<file path="src/rtl/uart_tx_fifo_drain_if.sv">
// FIFO read-side handshake between the 4-deep byte FIFO and its draining UART transmitter.
// master = the reader that issues pops; slave = the FIFO that presents show-ahead data.
interface uart_tx_fifo_drain_if;
    logic [7:0] fifo_rdata;
    logic       fifo_empty;
    logic       fifo_rd_en;

    modport master (input fifo_rdata, input fifo_empty, output fifo_rd_en);
    modport slave  (output fifo_rdata, output fifo_empty, input fifo_rd_en);
endinterface

</file>
<file path="src/rtl/uart_tx_fifo_drain.sv">
// UART transmitter that drains a show-ahead byte FIFO, sending 8 data bits LSB-first plus 1 or 2 stop bits.
// Define UART_TX_PARITY_EN to insert a parity bit (even or odd, selected by PARITY_ODD) between data and stop.
module uart_tx_fifo_drain #(
    parameter int CLK_FREQ   = 100_000_000,
    parameter int BAUD       = 9600,
    parameter int STOP_BITS  = 1,
    parameter int PARITY_ODD = 0
) (
    input  logic                       clk,
    input  logic                       reset,
    input  logic                       en,
    uart_tx_fifo_drain_if.master       fifo,
    output logic                       tx,
    output logic                       tx_busy,
    output logic                       tx_done
);
    localparam int DIV   = CLK_FREQ / BAUD;
    localparam int CNT_W = (DIV > 1) ? $clog2(DIV) : 1;

    localparam logic [CNT_W-1:0] BAUD_LAST = CNT_W'(DIV - 1);
    localparam logic [2:0]       STOP_LAST = 3'(STOP_BITS - 1);

    // Bad parameter sets are rejected at elaboration rather than producing a wrong line rate.
    if (DIV < 2) begin : g_bad_div
        $error("uart_tx_fifo_drain: CLK_FREQ/BAUD must be at least 2");
    end
    if (STOP_BITS != 1 && STOP_BITS != 2) begin : g_bad_stop
        $error("uart_tx_fifo_drain: STOP_BITS must be 1 or 2");
    end
    if (PARITY_ODD != 0 && PARITY_ODD != 1) begin : g_bad_parity
        $error("uart_tx_fifo_drain: PARITY_ODD must be 0 or 1");
    end

`ifdef UART_TX_PARITY_EN
    typedef enum logic [2:0] {IDLE, START, DATA, PARITY, STOP} state_t;
    localparam logic PARITY_SENSE = 1'(PARITY_ODD);
`else
    typedef enum logic [2:0] {IDLE, START, DATA, STOP} state_t;
`endif

    state_t           state, state_n;
    logic [CNT_W-1:0] baud_cnt, baud_n;
    logic [2:0]       bit_cnt, bit_n;
    logic [7:0]       shift_reg, shift_n;
    logic             tx_n;
    logic             pop;
    logic             done;
    logic             baud_last;
`ifdef UART_TX_PARITY_EN
    logic [7:0]       data_byte, data_n;
`endif

    assign baud_last = (baud_cnt == BAUD_LAST);

    // NOTE: every variable gets a default before the case so no path can infer a latch.
    always_comb begin
        state_n = state;
        baud_n  = baud_cnt + 1'b1;
        bit_n   = bit_cnt;
        shift_n = shift_reg;
        pop     = 1'b0;
        done    = 1'b0;
`ifdef UART_TX_PARITY_EN
        data_n  = data_byte;
`endif
        case (state)
            IDLE: begin
                baud_n = '0;
                bit_n  = '0;
                // Reset gates the pop so the FIFO is never read while the block is held.
                if (!reset && en && !fifo.fifo_empty) begin
                    pop     = 1'b1;
                    shift_n = fifo.fifo_rdata;
`ifdef UART_TX_PARITY_EN
                    data_n  = fifo.fifo_rdata;
`endif
                    state_n = START;
                end
            end
            START: begin
                if (baud_last) begin
                    baud_n  = '0;
                    bit_n   = '0;
                    state_n = DATA;
                end
            end
            DATA: begin
                if (baud_last) begin
                    baud_n  = '0;
                    shift_n = {1'b0, shift_reg[7:1]};
                    if (bit_cnt == 3'd7) begin
                        bit_n   = '0;
`ifdef UART_TX_PARITY_EN
                        state_n = PARITY;
`else
                        state_n = STOP;
`endif
                    end else begin
                        bit_n = bit_cnt + 3'd1;
                    end
                end
            end
`ifdef UART_TX_PARITY_EN
            PARITY: begin
                if (baud_last) begin
                    baud_n  = '0;
                    bit_n   = '0;
                    state_n = STOP;
                end
            end
`endif
            STOP: begin
                if (baud_last) begin
                    baud_n = '0;
                    if (bit_cnt == STOP_LAST) begin
                        done    = 1'b1;
                        state_n = IDLE;
                    end else begin
                        bit_n = bit_cnt + 3'd1;
                    end
                end
            end
            default: begin
                baud_n  = '0;
                bit_n   = '0;
                state_n = IDLE;
            end
        endcase

        // The line level is derived from the state being entered so tx itself can be a flop.
        case (state_n)
            START:   tx_n = 1'b0;
            DATA:    tx_n = shift_n[0];
`ifdef UART_TX_PARITY_EN
            PARITY:  tx_n = ^data_byte ^ PARITY_SENSE;
`endif
            default: tx_n = 1'b1;
        endcase
    end

    // NOTE: sequential state uses non-blocking assignments so every flop samples pre-edge values.
    always_ff @(posedge clk) begin
        if (reset) begin
            state     <= IDLE;
            baud_cnt  <= '0;
            bit_cnt   <= '0;
            shift_reg <= '0;
            tx        <= 1'b1;
`ifdef UART_TX_PARITY_EN
            data_byte <= '0;
`endif
        end else begin
            state     <= state_n;
            baud_cnt  <= baud_n;
            bit_cnt   <= bit_n;
            shift_reg <= shift_n;
            tx        <= tx_n;
`ifdef UART_TX_PARITY_EN
            data_byte <= data_n;
`endif
        end
    end

    assign fifo.fifo_rd_en = pop;
    assign tx_busy         = (state != IDLE);
    assign tx_done         = done;
endmodule

</file>
<file path="src/flat_wrapper.sv">
// flat-port wrapper written by rule: the top's interface ports become plain ports
module uart_tx_fifo_drain_flat 
#(
    parameter int CLK_FREQ   = 100_000_000,
    parameter int BAUD       = 9600,
    parameter int STOP_BITS  = 1,
    parameter int PARITY_ODD = 0
)
  (clk, reset, en, tx, tx_busy, tx_done, fifo_fifo_rdata, fifo_fifo_empty, fifo_fifo_rd_en);
  uart_tx_fifo_drain_if fifo_i ();
  input  logic clk;
  input  logic reset;
  input  logic en;
  output logic tx;
  output logic tx_busy;
  output logic tx_done;
  input wire logic [$bits(fifo_i.fifo_rdata)-1:0] fifo_fifo_rdata;
  input wire logic [$bits(fifo_i.fifo_empty)-1:0] fifo_fifo_empty;
  output wire logic [$bits(fifo_i.fifo_rd_en)-1:0] fifo_fifo_rd_en;
  assign fifo_i.fifo_rdata = fifo_fifo_rdata;
  assign fifo_i.fifo_empty = fifo_fifo_empty;
  assign fifo_fifo_rd_en = fifo_i.fifo_rd_en;
  uart_tx_fifo_drain #(.CLK_FREQ(CLK_FREQ), .BAUD(BAUD), .STOP_BITS(STOP_BITS), .PARITY_ODD(PARITY_ODD)) u_core (.clk(clk), .reset(reset), .en(en), .fifo(fifo_i), .tx(tx), .tx_busy(tx_busy), .tx_done(tx_done));
endmodule
</file>
<file path="config.mk">
export PLATFORM = sky130hd
export DESIGN_NAME = uart_tx_fifo_drain_flat
export DESIGN_NICKNAME = d
export VERILOG_FILES = /design/src/rtl/uart_tx_fifo_drain_if.sv /design/src/rtl/uart_tx_fifo_drain.sv /design/src/flat_wrapper.sv
export SDC_FILE = /design/constraint.sdc
export NUM_CORES = 1
export LEC_CHECK = 0
export BUFFER_PORTS_ARGS = -buffer_cell sky130_fd_sc_hd__buf_2
export CAP_MARGIN = 20
export CORE_MARGIN = 1.5
export CORE_UTILIZATION = 50
export CTS_BUF_LIST = sky130_fd_sc_hd__clkbuf_4
export DETAILED_ROUTE_END_ITERATION = 6
export PLACE_DENSITY = 0.7
export RECOVER_POWER = 50
export SYNTH_ARGS = -nofsm -noshare
export SYNTH_HDL_FRONTEND = slang
export SYNTH_SLANG_ARGS = --single-unit
</file>
<file path="constraint.sdc">
create_clock -name clk -period 4.7 [get_ports clk]
set_input_delay 0.705 -clock clk [delete_from_list [all_inputs] [get_ports clk]]
set_output_delay 0.705 -clock clk [all_outputs]
set_load 0.05 [all_outputs]
</file>
==> results.md, run 1 <==
- Setup repair after global routing left no endpoint under its margin.
- The worst setup path is captured at a primary output.
- The maximum number of pins on one net before global-route repair is 16.
- The total overflow left after global routing is 0.
- The critical path arrival is 2.10 ns.
- STA classifies the critical path startpoint as a flop.
- The number of buffers inserted by post-CTS setup repair is 0.
- After the first detailed-routing iteration, the DRC count stood at 39.
- For the worst setup path, the data required time is 3.99 ns.
- In the finished design, the share of the clock period the worst path needs comes to 0.596.
- Leaving out fill and tap cells, the most frequent cells in the layout are sky130_fd_sc_hd__dfxtp_1, sky130_fd_sc_hd__nor2_1, sky130_fd_sc_hd__nand2_1.
- The die covers 3070 um2.
- The number of placed instances, taps included is 196.
- The final total power is 409 uW.
- The tool flagged a number of max-cap violations equal to 0.
- Prior to clock tree synthesis, the placed netlist has a worst setup slack of 2.23 ns.
- After detailed routing, the number of remaining DRC violations is 0.
- The CTS tree is built.
- The number of antenna diodes in the final layout is 0.
- The height of the chip is 55.4 um.
- The number of instances in the synthesized netlist is 155.
- The number of buffers added on ports is 15.
- The clock period minus final worst setup slack is 2.80 ns.
- The signal on the critical path passes through ha_1 -> and3_1 -> nand4_1 -> nor3_1 -> buf_2.
- Counting flops with an async set or reset pin after synthesis yields a share of 0.
- The transition time at the pin with the least slew margin is 1.23 ns.
- Counting every net in the synthesized netlist gives 171.
- The number of antenna violations at the first check in global routing is 0.
- The setup clock skew after layout is 0.00238 ns.
- In the final routed layout, each cell accounts on average for 13.0 um.
- The CTS clock-pin slew for the worst setup and hold paths is 0.08 ns.
- The tightest min-delay check is of the reg2reg type.
- The first detailed-routing pass ran for 4 iterations.
- The ratio of cells with drive above 1 in the final layout is 0.145.
- The number of standard cells in the layout, taps in and fillers out is 203.
- The wire length of the first global-routing pass is 4330 um.
- The total count of hold-check failures in the final report is 0.
- Yosys mapped the design onto 41 distinct sky130hd cell types.
- The worst path meets setup with 1.90 ns of slack.
- The relative area change from synthesis to final layout is 7.75%.
- The share of the core filled with cells is 0.581.
- Counting flops and latches in the post-synthesis netlist gives 29.
- The top-level I/O count is 16.
- The longest clock path from root to sink contains 2 buffers.
- The maximum level of the CTS H-tree is 2.
- The via count of the first global-routing pass is 1013.
- For this block, the routed nets add up to 2640 um of wire.
- On the worst path, the slowest cell contributes a delay of 0.36 ns.
- The kind of critical path is reg2out.
- Clock latency on the worst-skew pair, taken at its later pin, is 0.33 ns.
- A synthesized cell averages 8.86 um2.
- After floorplanning, the core was divided into 18 placement rows.
- The fill cell instance count of the final layout is 235.
- Dividing total power by cell area gives a power density of 277 nW/um2.
- The worst register-to-register path has a depth of 7.
- The number of max-slew violations in the final report is 0.
- The flow ran to the end, and the final reports show no timing, DRC or antenna violations.
- The summed instance area of the synthesized netlist is 1370 um2.
- The count of cells along the worst hold path is 2.
- The number of buffers inserted during clock tree synthesis is 5.
- For this design, the sink count on the clock tree is 29.
- The number of flops mapped to enable cells by yosys is 0.
- The register with the most flip-flops in the layout has 14 of them.
- The initial utilization of the core area, before any placement, comes to 0.539.
- The number of failing setup endpoints in the final timing report is 0.
- The congestion estimate from routability-driven global placement came to 0.824.
- IR analysis of the VDD net gives a maximum drop of 0.232 mV.
- The total number of vias is 1129.
- The top flip-flop cell by instance count after synthesis is sky130_fd_sc_hd__dfxtp_1.
- For this run, the top clock speed supported by timing is 357 MHz.
- The layout net count is 189.
- The width of the chip is 55.4 um.
- The tree is rooted in a sky130_fd_sc_hd__clkbuf_4.
- Measured against its own limit, the worst slew margin works out to 0.173.
- The Yosys step of the flow raised 0 warnings.
- The most common cell after layout, fill and taps aside is sky130_fd_sc_hd__dfxtp_1.
- Dividing the detail-routed via count by the number of cells gives 5.56.
- The largest fanout on the critical path is 8.
- The setup total negative slack is 0 ns.
- The sequential fraction of the synthesis area is 0.423.
- The global-route total usage across every layer is 0.180.
- The count of instances resized after the clock tree is built is 0.
- The HPWL after detailed placement is 1870 um.
- The slowest cell on the critical path is sky130_fd_sc_hd__dfxtp_1.
- Summed over all cells, the static leakage comes to 0.000532 uW.
- In this run the standard cell core region covers 2540 um2.
- The antenna violation net count after detailed routing is 0.
- After clock tree synthesis, the flow added hold-fix buffers numbering 0.
-- cells by family (layout without fill, tap and decap cells) --
family	count (synthesis)	count (layout)	share of synthesized area
adders and majority gates	4	4	0.0365
xor gates and xnor gates	12	12	0.0766
and+or+nand+nor	73	73	0.291
AOI/OAI and AO/OA	25	25	0.128
other	1	1	0.00273
buffers and inverters	10	28	0.0346
DFF	29	29	0.423
muxes	1	1	0.00820
-- layer usage --
| layer | GRT usage | part of all wire |
|---|---|---|
| met3 | 0.0773 | 0.068 |
| met4 | 0.0871 | 0.017 |
| met2 | 0.260 | 0.44 |
| met5 | 0 | 0 |
| met1 | 0.229 | 0.48 |
-- power breakdown --
part	internal, uW	leakage (uW)	switching [uW]
registers	248	0.000234	1.79
clock network	59.9	0.0000292	82.2
logic	6.81	0.000268	10.9
-- final timing paths --
path | slack (ns) | end | start
worst min register to register | 0.46 | u_core.shift_reg[5] | u_core.shift_reg[5]
worst max-delay path | 1.90 | tx_done | u_core.baud_cnt[0]
worst max register to register | 2.18 | u_core.tx | u_core.baud_cnt[0]
worst min-delay path | 0.46 | u_core.shift_reg[5] | u_core.shift_reg[5]
-- synth_stat cells, types with 2 or more instances --
library cell | number | share of area
sky130_fd_sc_hd__a21oi_1 | 9 | 0.033
sky130_fd_sc_hd__a22oi_1 | 6 | 0.033
sky130_fd_sc_hd__and3_1 | 5 | 0.023
sky130_fd_sc_hd__and4bb_1 | 2 | 0.018
sky130_fd_sc_hd__buf_2 | 2 | 0.0073
sky130_fd_sc_hd__dfxtp_1 | 29 | 0.42
sky130_fd_sc_hd__ha_1 | 4 | 0.036
sky130_fd_sc_hd__inv_1 | 6 | 0.016
sky130_fd_sc_hd__nand2_1 | 16 | 0.044
sky130_fd_sc_hd__nand3_1 | 4 | 0.015
sky130_fd_sc_hd__nand4_1 | 4 | 0.018
sky130_fd_sc_hd__nor2_1 | 25 | 0.068
sky130_fd_sc_hd__nor3_1 | 4 | 0.015
sky130_fd_sc_hd__o21ai_1 | 2 | 0.0073
sky130_fd_sc_hd__xnor2_1 | 6 | 0.038
sky130_fd_sc_hd__xor2_1 | 6 | 0.038
-- cell type report --
type	count	area [um2]	share of cell area
Multi-Input combinational cell	116	717	0.485
Sequential cell	29	581	0.393
Timing Repair Buffer	15	72.6	0.0491
Clock buffer	6	45.0	0.0305
Tap cell	30	37.5	0.0254
Inverter	6	22.5	0.0152
Clock inverter	1	3.75	0.00254
-- critical path: cells and delay by family (launching register included) --
| kind | cells | cell delay, ns |
|---|---|---|
| and+or+nand+nor | 3 | 0.92 |
| adders and majority gates | 1 | 0.19 |
| buffers and inverters | 1 | 0.29 |
| DFF | 1 | 0.36 |
-- stage by stage --
stage               hold WS, ns  instance area, um2
floorplan                 0.413                1370
global route              0.486                1480
detailed placement        0.446                1460
CTS                       0.460                1510
finish                    0.458                1480
global placement          0.421                1460
No activity file was read; power rests on OpenSTA's default activity.
==> inputs of run 2 (changes only) <==
--- a/config.mk
+++ b/config.mk
@@ -11,7 +11,7 @@
 export CORE_UTILIZATION = 50
 export CTS_BUF_LIST = sky130_fd_sc_hd__clkbuf_4
 export DETAILED_ROUTE_END_ITERATION = 6
-export PLACE_DENSITY = 0.7
+export PLACE_DENSITY = 0.73
 export RECOVER_POWER = 50
 export SYNTH_ARGS = -nofsm -noshare
 export SYNTH_HDL_FRONTEND = slang
==> constraint.sdc (replaced) <==
create_clock -name clk -period 2.5 [get_ports clk]
set_input_delay 0.375 -clock clk [delete_from_list [all_inputs] [get_ports clk]]
set_output_delay 0.375 -clock clk [all_outputs]
set_load 0.05 [all_outputs]
==> run 2 against run 1 <==
Effect of this change: cell area rose by 2.5%; combinational power increased by 86%; die area unchanged; global-route usage grew 0.33 points; critical path depth stayed put; count of clock-buffer cells in the layout unchanged; first-iteration DRC count fell by 13%; critical path type unchanged; critical endpoint unchanged; largest cell class unchanged; largest power group unchanged; highest routed layer unchanged.
==> results.md, run 2 (synthesis gave the netlist of run 1 again) <==
- The flow ran to the end, and the final reports show no timing, DRC or antenna violations.
- In the final layout, the share of cells above drive strength 1 is 0.155.
- The worst-case IR drop observed on VDD is 0.581 mV.
- The number of buffers inserted by post-CTS setup repair is 0.
- The antenna diode instance count is 0.
- Clock tree synthesis inserted a total of 5 buffers.
- The flip-flop count of the largest register after layout is 14.
- The die is 55.4 um wide.
- In this run the remaining antenna-violating nets after routing total 0.
- The maximum buffer depth of the clock tree is 2.
- For this run, the detailed router's first-pass iteration total came to 4.
- The top-level I/O count is 16.
- The worst hold path belongs to the class in2reg.
- The number of placed instances, taps included is 196.
- The most common cell after layout, fill and taps aside is sky130_fd_sc_hd__dfxtp_1.
- The launch instance of the worst register-to-register path is u_core.baud_cnt[0].
- For this run, design rule violations remaining after detail routing come to 0.
- The number of buffers added on ports is 15.
- The first global-routing pass estimated 4470 um of wire.
- The power density normalized to cell area is 583 nW/um2.
- The area occupied by registers is 581 um2.
- The clock period minus final worst setup slack is 2.31 ns.
- For the final database, setup skew stands at 0.00880 ns.
- The via density per instance is 5.46.
- The clock latency of the later-clocked register in the worst-skew pair is 0.33 ns.
- The worst setup path is of the reg2out kind.
- The number of max-slew violations in the final report is 0.
- The clock net in this run drives a total of 29 sinks.
- At the worst endpoint, the arrival time is 1.93 ns.
- The detailed-route wire length is 2590 um.
- The routing usage on met3 is 0.0703.
- Summing all multi-input logic gate instances after layout gives 724 um2.
- The worst setup path is launched from a flop.
- The worst register-to-register path has a depth of 7.
- The cell sitting at the root of the clock tree is a sky130_fd_sc_hd__clkbuf_4.
- Along the worst path, the maximum fanout reaches 8.
- The total count of hold-check failures in the final report is 0.
- Gates resized during post-CTS repair numbered 0.
- The worst hold path terminates at u_core.shift_reg[7].
- Timing would allow up to 433 MHz.
- The number of failing setup endpoints in the final timing report is 0.
- The total number of vias is 1114.
- The total congestion overflow is 0.
- For flop-to-flop paths, the worst setup slack is 0.29 ns.
- The floorplan has 18 rows.
- The via count of the first global-routing pass is 990.
- The first routing iteration left 34 violations.
- The top cell types in the final layout, fill and taps aside, are sky130_fd_sc_hd__dfxtp_1, sky130_fd_sc_hd__nor2_1, sky130_fd_sc_hd__nand2_1.
- The leakage power is 0.000566 uW.
- Setup repair after global routing left no endpoint under its margin.
- The tightest slew margin relative to the limit is 0.514.
- The finished layout holds 204 standard cells, fillers aside.
- Counting the fill cells in the layout gives 239.
- The number of antenna violations at the first check in global routing was 0.
- The core box area is 2540 um2.
- The relative area change from synthesis to final layout is 10.5%.
- Of the available clock period, the critical path in the final layout requires 0.924.
- The worst path required time is 2.12 ns.
- The category of the worst setup path capture point is a primary output.
- In this run, post-CTS hold repair placed 0 buffers.
- In this run the most used layer during global routing was met2.
- Entering global routing, the biggest net connects 16 pins.
- For met2 alone, demand over resource in global routing was 0.257.
- After clock tree synthesis, the clock-pin slew on the worst setup and hold paths is 0.09 ns.
- The die is 55.4 um tall.
- The startpoint of the worst hold path is fifo_fifo_rdata[7].
- The setup total negative slack is 0 ns.
- The die area is 3070 um2.
- The maximum level of the CTS H-tree is 2.
- For this run, the total global-route usage over all layers was measured as 0.183.
- The starting density of the core is 0.539.
- The count of cells along the worst hold path is 3.
- For the pin with the worst max-slew slack, the measured transition is 0.723 ns.
- The average wire per cell in the routed design is 12.7 um.
- TritonCTS built the clock tree.
- The met1 track demand over resource is 0.252.
- The endpoint identified for the worst register-to-register timing path is u_core.tx.
- The tool flagged a number of max-cap violations equal to 0.
- At the end of routability-driven placement, the weighted congestion stood at 0.856.
- Summed over all nets, the half-perimeter wirelength after detailed placement is 1860 um.
- The net count of the finished layout is 189.
-- run 2: critical path, cell delays in order (launching register included) --
cell,delay (ns)
sky130_fd_sc_hd__dfxtp_1,0.36
sky130_fd_sc_hd__ha_1,0.18
sky130_fd_sc_hd__and3_1,0.30
sky130_fd_sc_hd__nand4_2,0.23
sky130_fd_sc_hd__nor3_1,0.24
sky130_fd_sc_hd__buf_2,0.29
-- run 2: how the worst max path moves through the flow --
stage,slack (ns),to,cells past startpoint,from
2_1_floorplan,0.03,tx_done,5,u_core.baud_cnt[0]
4_1_cts,0.13,tx_done,5,u_core.baud_cnt[0]
3_3_place_gp,0.59,tx_done,5,u_core.baud_cnt[0]
3_5_place_dp,0.51,tx_done,5,u_core.baud_cnt[0]
5_1_grt,0.03,tx_done,5,u_core.baud_cnt[0]
6_report,0.19,tx_done,5,u_core.baud_cnt[0]
-- run 2: per-layer routing --
metal | vias to the layer above | wire (um) | part of all wire
met3 | 9 | 98 | 0.038
met2 | 20 | 1110 | 0.43
met1 | 504 | 1320 | 0.51
li1 | 581 | - | -
met5 | - | 0 | 0
met4 | 0 | 54 | 0.021
-- run 2: final cells by class --
cell class | count | area share
Sequential cell | 29 | 0.383
Clock inverter | 2 | 0.0223
Inverter | 6 | 0.0149
Tap cell | 30 | 0.0248
Clock buffer | 6 | 0.0297
Timing Repair Buffer | 15 | 0.0479
Multi-Input combinational cell | 116 | 0.478
-- run 2: power breakdown --
group | total, uW | internal, uW | switching [uW]
Clock | 382 | 219 | 164
Combinational | 32.9 | 12.6 | 20.2
Sequential | 469 | 466 | 3.30
Total | 884 | 697 | 187
-- run 2: through the flow --
step | setup WS [ns] | hold WS, ns | area, um2 | utilization | power (uW)
3_3_place_gp | 0.586 | 0.421 | 1460 | 0.574 | 513
5_1_grt | 0.0281 | 0.275 | 1520 | 0.596 | 919
6_report | 0.190 | 0.276 | 1520 | 0.596 | 884
4_1_cts | 0.132 | 0.273 | 1540 | 0.605 | 897
3_5_place_dp | 0.515 | 0.448 | 1460 | 0.574 | 513
2_1_floorplan | 0.0293 | 0.413 | 1370 | - | 499
==> inputs of run 3 (changes only) <==
--- a/config.mk
+++ b/config.mk
@@ -7,6 +7,7 @@
 export LEC_CHECK = 0
 export BUFFER_PORTS_ARGS = -buffer_cell sky130_fd_sc_hd__buf_2
 export CAP_MARGIN = 20
+export CORE_ASPECT_RATIO = 2
 export CORE_MARGIN = 1.5
 export CORE_UTILIZATION = 50
 export CTS_BUF_LIST = sky130_fd_sc_hd__clkbuf_4
==> run 3 against run 2 <==
Effect of this change: global-route usage increased by 3.0 points; cell area decreased by 1.7%; final cell count decreased by 0.98%; clock skew increased by 0.0095 ns; non-clock buffer count unchanged; critical path depth unchanged; count of clock-buffer cells in the layout decreased by 1; die area increased by 0.62%; utilization decreased by 1.6 points; sequential share of layout area increased by 0.67 points; via count increased by 4.2%; flip-flop and latch count unchanged; critical endpoint unchanged; highest routed layer unchanged.
==> results.md, run 3 (synthesis gave the netlist of run 1 again) <==
- The flow ran to the end, and the final reports show no timing, DRC or antenna violations.
- The maximum number of pins on one net before global-route repair is 16.
- The HPWL after detailed placement is 2180 um.
- In this run the remaining antenna-violating nets after routing total 0.
- The H-tree generated during clock tree synthesis spans 2 levels.
- The total congestion overflow is 0.
- The clock period minus final worst setup slack is 2.29 ns.
- The die is 77.1 um tall.
- The category of the worst setup path capture point is a primary output.
- The largest single stage delay on the critical path is 0.36 ns.
- The largest fanout on the critical path is 8.
- The top-level I/O count is 16.
- Setup repair after global routing left no endpoint under its margin.
- The worst min-delay path endpoint is u_core.shift_reg[7].
- The core box area is 2570 um2.
- Fill cells in the final layout number 234.
- The width of the chip is 40.1 um.
- The share of total power dissipated in sequential elements is 0.613.
- The setup clock skew after layout is 0.0183 ns.
- The placer's final routability congestion estimate is 0.832.
- The detailed-router iteration count before antenna repair is 5.
- The pre-CTS worst setup slack is 0.549 ns.
- The count of cells along the worst hold path is 3.
- The area occupied by registers is 581 um2.
- The detailed router used layers up to and including met4.
- For this design, the sink count on the clock tree is 29.
- In this run the critical register-to-register path is launched from u_core.baud_cnt[0].
- Measured in cells, the most critical reg-to-reg path has a length of 7.
- Grouping stages by cell kind, the critical path spends the most delay in simple AND/OR/NAND/NOR gates.
- The floorplan has 26 rows.
- The register with the most flip-flops in the layout has 14 of them.
- The critical path goes through ha_1 -> and3_1 -> nand4_2 -> nor3_1 -> buf_2.
- The highest achievable clock rate is 436 MHz.
- The total count of hold-check failures in the final report is 0.
- The via count of the first global-routing pass was 1185.
- After detailed routing, the number of remaining DRC violations is 0.
- Once routing completed, OpenROAD measured the worst setup slack at 0.209 ns.
- The power density normalized to cell area is 513 nW/um2.
- Across the VDD grid, the largest voltage drop is 0.406 mV.
- Across every metal layer, demand over resource in global routing totals 0.213.
- The tree is rooted in a sky130_fd_sc_hd__clkbuf_4.
- Wire segments on met3 add up to 87 um in the final route.
- Summed over all layers, the routed wires come to 2840 um.
- The relative area change from synthesis to final layout is 8.57%.
- The slack of the worst reg-to-reg path is 0.43 ns.
- For this configuration, the core starts out at a cell density of 0.534.
- The final route contains 1161 vias.
- Leaving out fill and tap cells, the most frequent cells in the layout are sky130_fd_sc_hd__dfxtp_1, sky130_fd_sc_hd__nor2_1, sky130_fd_sc_hd__nand2_1.
- The CTS tree is built.
- Among all stages on the critical path, the largest delay is contributed by sky130_fd_sc_hd__dfxtp_1.
- The worst path required time is 2.12 ns.
- The number of buffer and inverter instances along the worst setup path is 1.
- The clock latency of the later-clocked register in the worst-skew pair is 0.33 ns.
- Of the available clock period, the critical path in the final layout requires 0.916.
- The footprint of the multi-input gates is 729 um2.
- The met1 layer wirelength in the final routing is 999 um.
- The routed length on met2 is 1690 um.
- The ratio of cells with drive above 1 in the final layout is 0.155.
- The endpoint identified for the worst register-to-register timing path is u_core.tx.
- The layout net count is 189.
- The setup total negative slack is 0 ns.
- The part of the power in the clock network is 0.344.
- In this run the worst hold path is classified as in2reg.
- The share of total power dissipated in combinational logic is 0.043.
- The internal power component is 580 uW.
- The type of element launching the critical path is a flop.
- The initial detailed-routing violation count is 30.
- The number of max-slew violations in the final report is 0.
- Post-CTS timing repair inserted 0 buffers for setup.
- During placement, the flow inserted port buffers numbering 15.
- The library cell used most frequently in the layout, excluding fill and tap cells, is sky130_fd_sc_hd__dfxtp_1.
- Using the TritonRoute via totals, the vias-per-cell ratio works out to 5.75.
- The transition time at the pin with the least slew margin is 0.717 ns.
- The die covers 3090 um2.
- The number of clock buffers added by TritonCTS is 5.
- The first global-routing pass estimated 4600 um of wire.
- The worst hold path begins at fifo_fifo_rdata[7].
- The switching power total is 185 uW.
- The worst pin sits at a relative slew slack of 0.518.
- The critical path arrival is 1.92 ns.
- The average wire per cell in the routed design is 14.1 um.
- The number of failing setup endpoints in the final timing report is 0.
- The number of maximum-capacitance violations is 0.
- The number of antenna violations at the first check in global routing is 0.
- The kind of critical path is reg2out.
- The repair_antennas step left the layout with diodes totalling 0.
- The maximum buffer depth of the clock tree is 2.
- In this run the static leakage power is 0.000553 uW.
- The number of buffers added to fix hold violations after cts is 0.
- The count of instances resized after the clock tree is built is 0.
- The switching power share of the total is 0.242.
- The CTS clock-pin slew for the worst setup and hold paths is 0.09 ns.
[run 3: power by group through the flow]
stage                     combinational, uW  clock (uW)  sequential [uW]
final                                  32.8         263              469
after floorplan                        19.7           0              480
after global routing                   36.4         294              470
after detailed placement               33.7           0              480
after global placement                 32.8           0              480
after CTS                              33.8         276              469
[run 3: routing by layer]
metal  up-vias  GRT usage
met1       548      0.169
met4         0      0.124
li1        577          -
met3         7     0.0694
met2        29      0.389
met5         -          0
[run 3: how the worst max path moves through the flow]
stage	from	to	slack, ns	depth (start not counted)
final	u_core.baud_cnt[0]	tx_done	0.21	5
after global routing	u_core.baud_cnt[0]	tx_done	0.12	5
after CTS	u_core.baud_cnt[0]	tx_done	0.17	5
after detailed placement	u_core.baud_cnt[0]	tx_done	0.55	5
after global placement	u_core.baud_cnt[0]	tx_done	0.59	5
after floorplan	u_core.baud_cnt[0]	tx_done	0.03	5
[run 3: through the flow]
stage                     utilization  hold WS (ns)  instance area [um2]  cells  total power, uW
after CTS                       0.587         0.289                 1510    202              779
after detailed placement        0.567         0.430                 1460    194              514
after floorplan                     -         0.413                 1370    155              499
after global placement          0.567         0.422                 1460    194              513
final                           0.580         0.298                 1490    202              765
after global routing            0.580         0.285                 1490    202              800
[run 3: cell type report]
type / count / share of cell area
Clock inverter: 3 / 0.00840
Sequential cell: 29 / 0.390
Inverter: 6 / 0.0151
Multi-Input combinational cell: 116 / 0.490
Clock buffer: 5 / 0.0252
Timing Repair Buffer: 15 / 0.0487
Tap cell: 28 / 0.0235
[run 3: worst min-delay path, stage by stage]
cell	delay, ns
sky130_fd_sc_hd__buf_2	0.08
sky130_fd_sc_hd__a21oi_1	0.05
sky130_fd_sc_hd__nor2_1	0.08
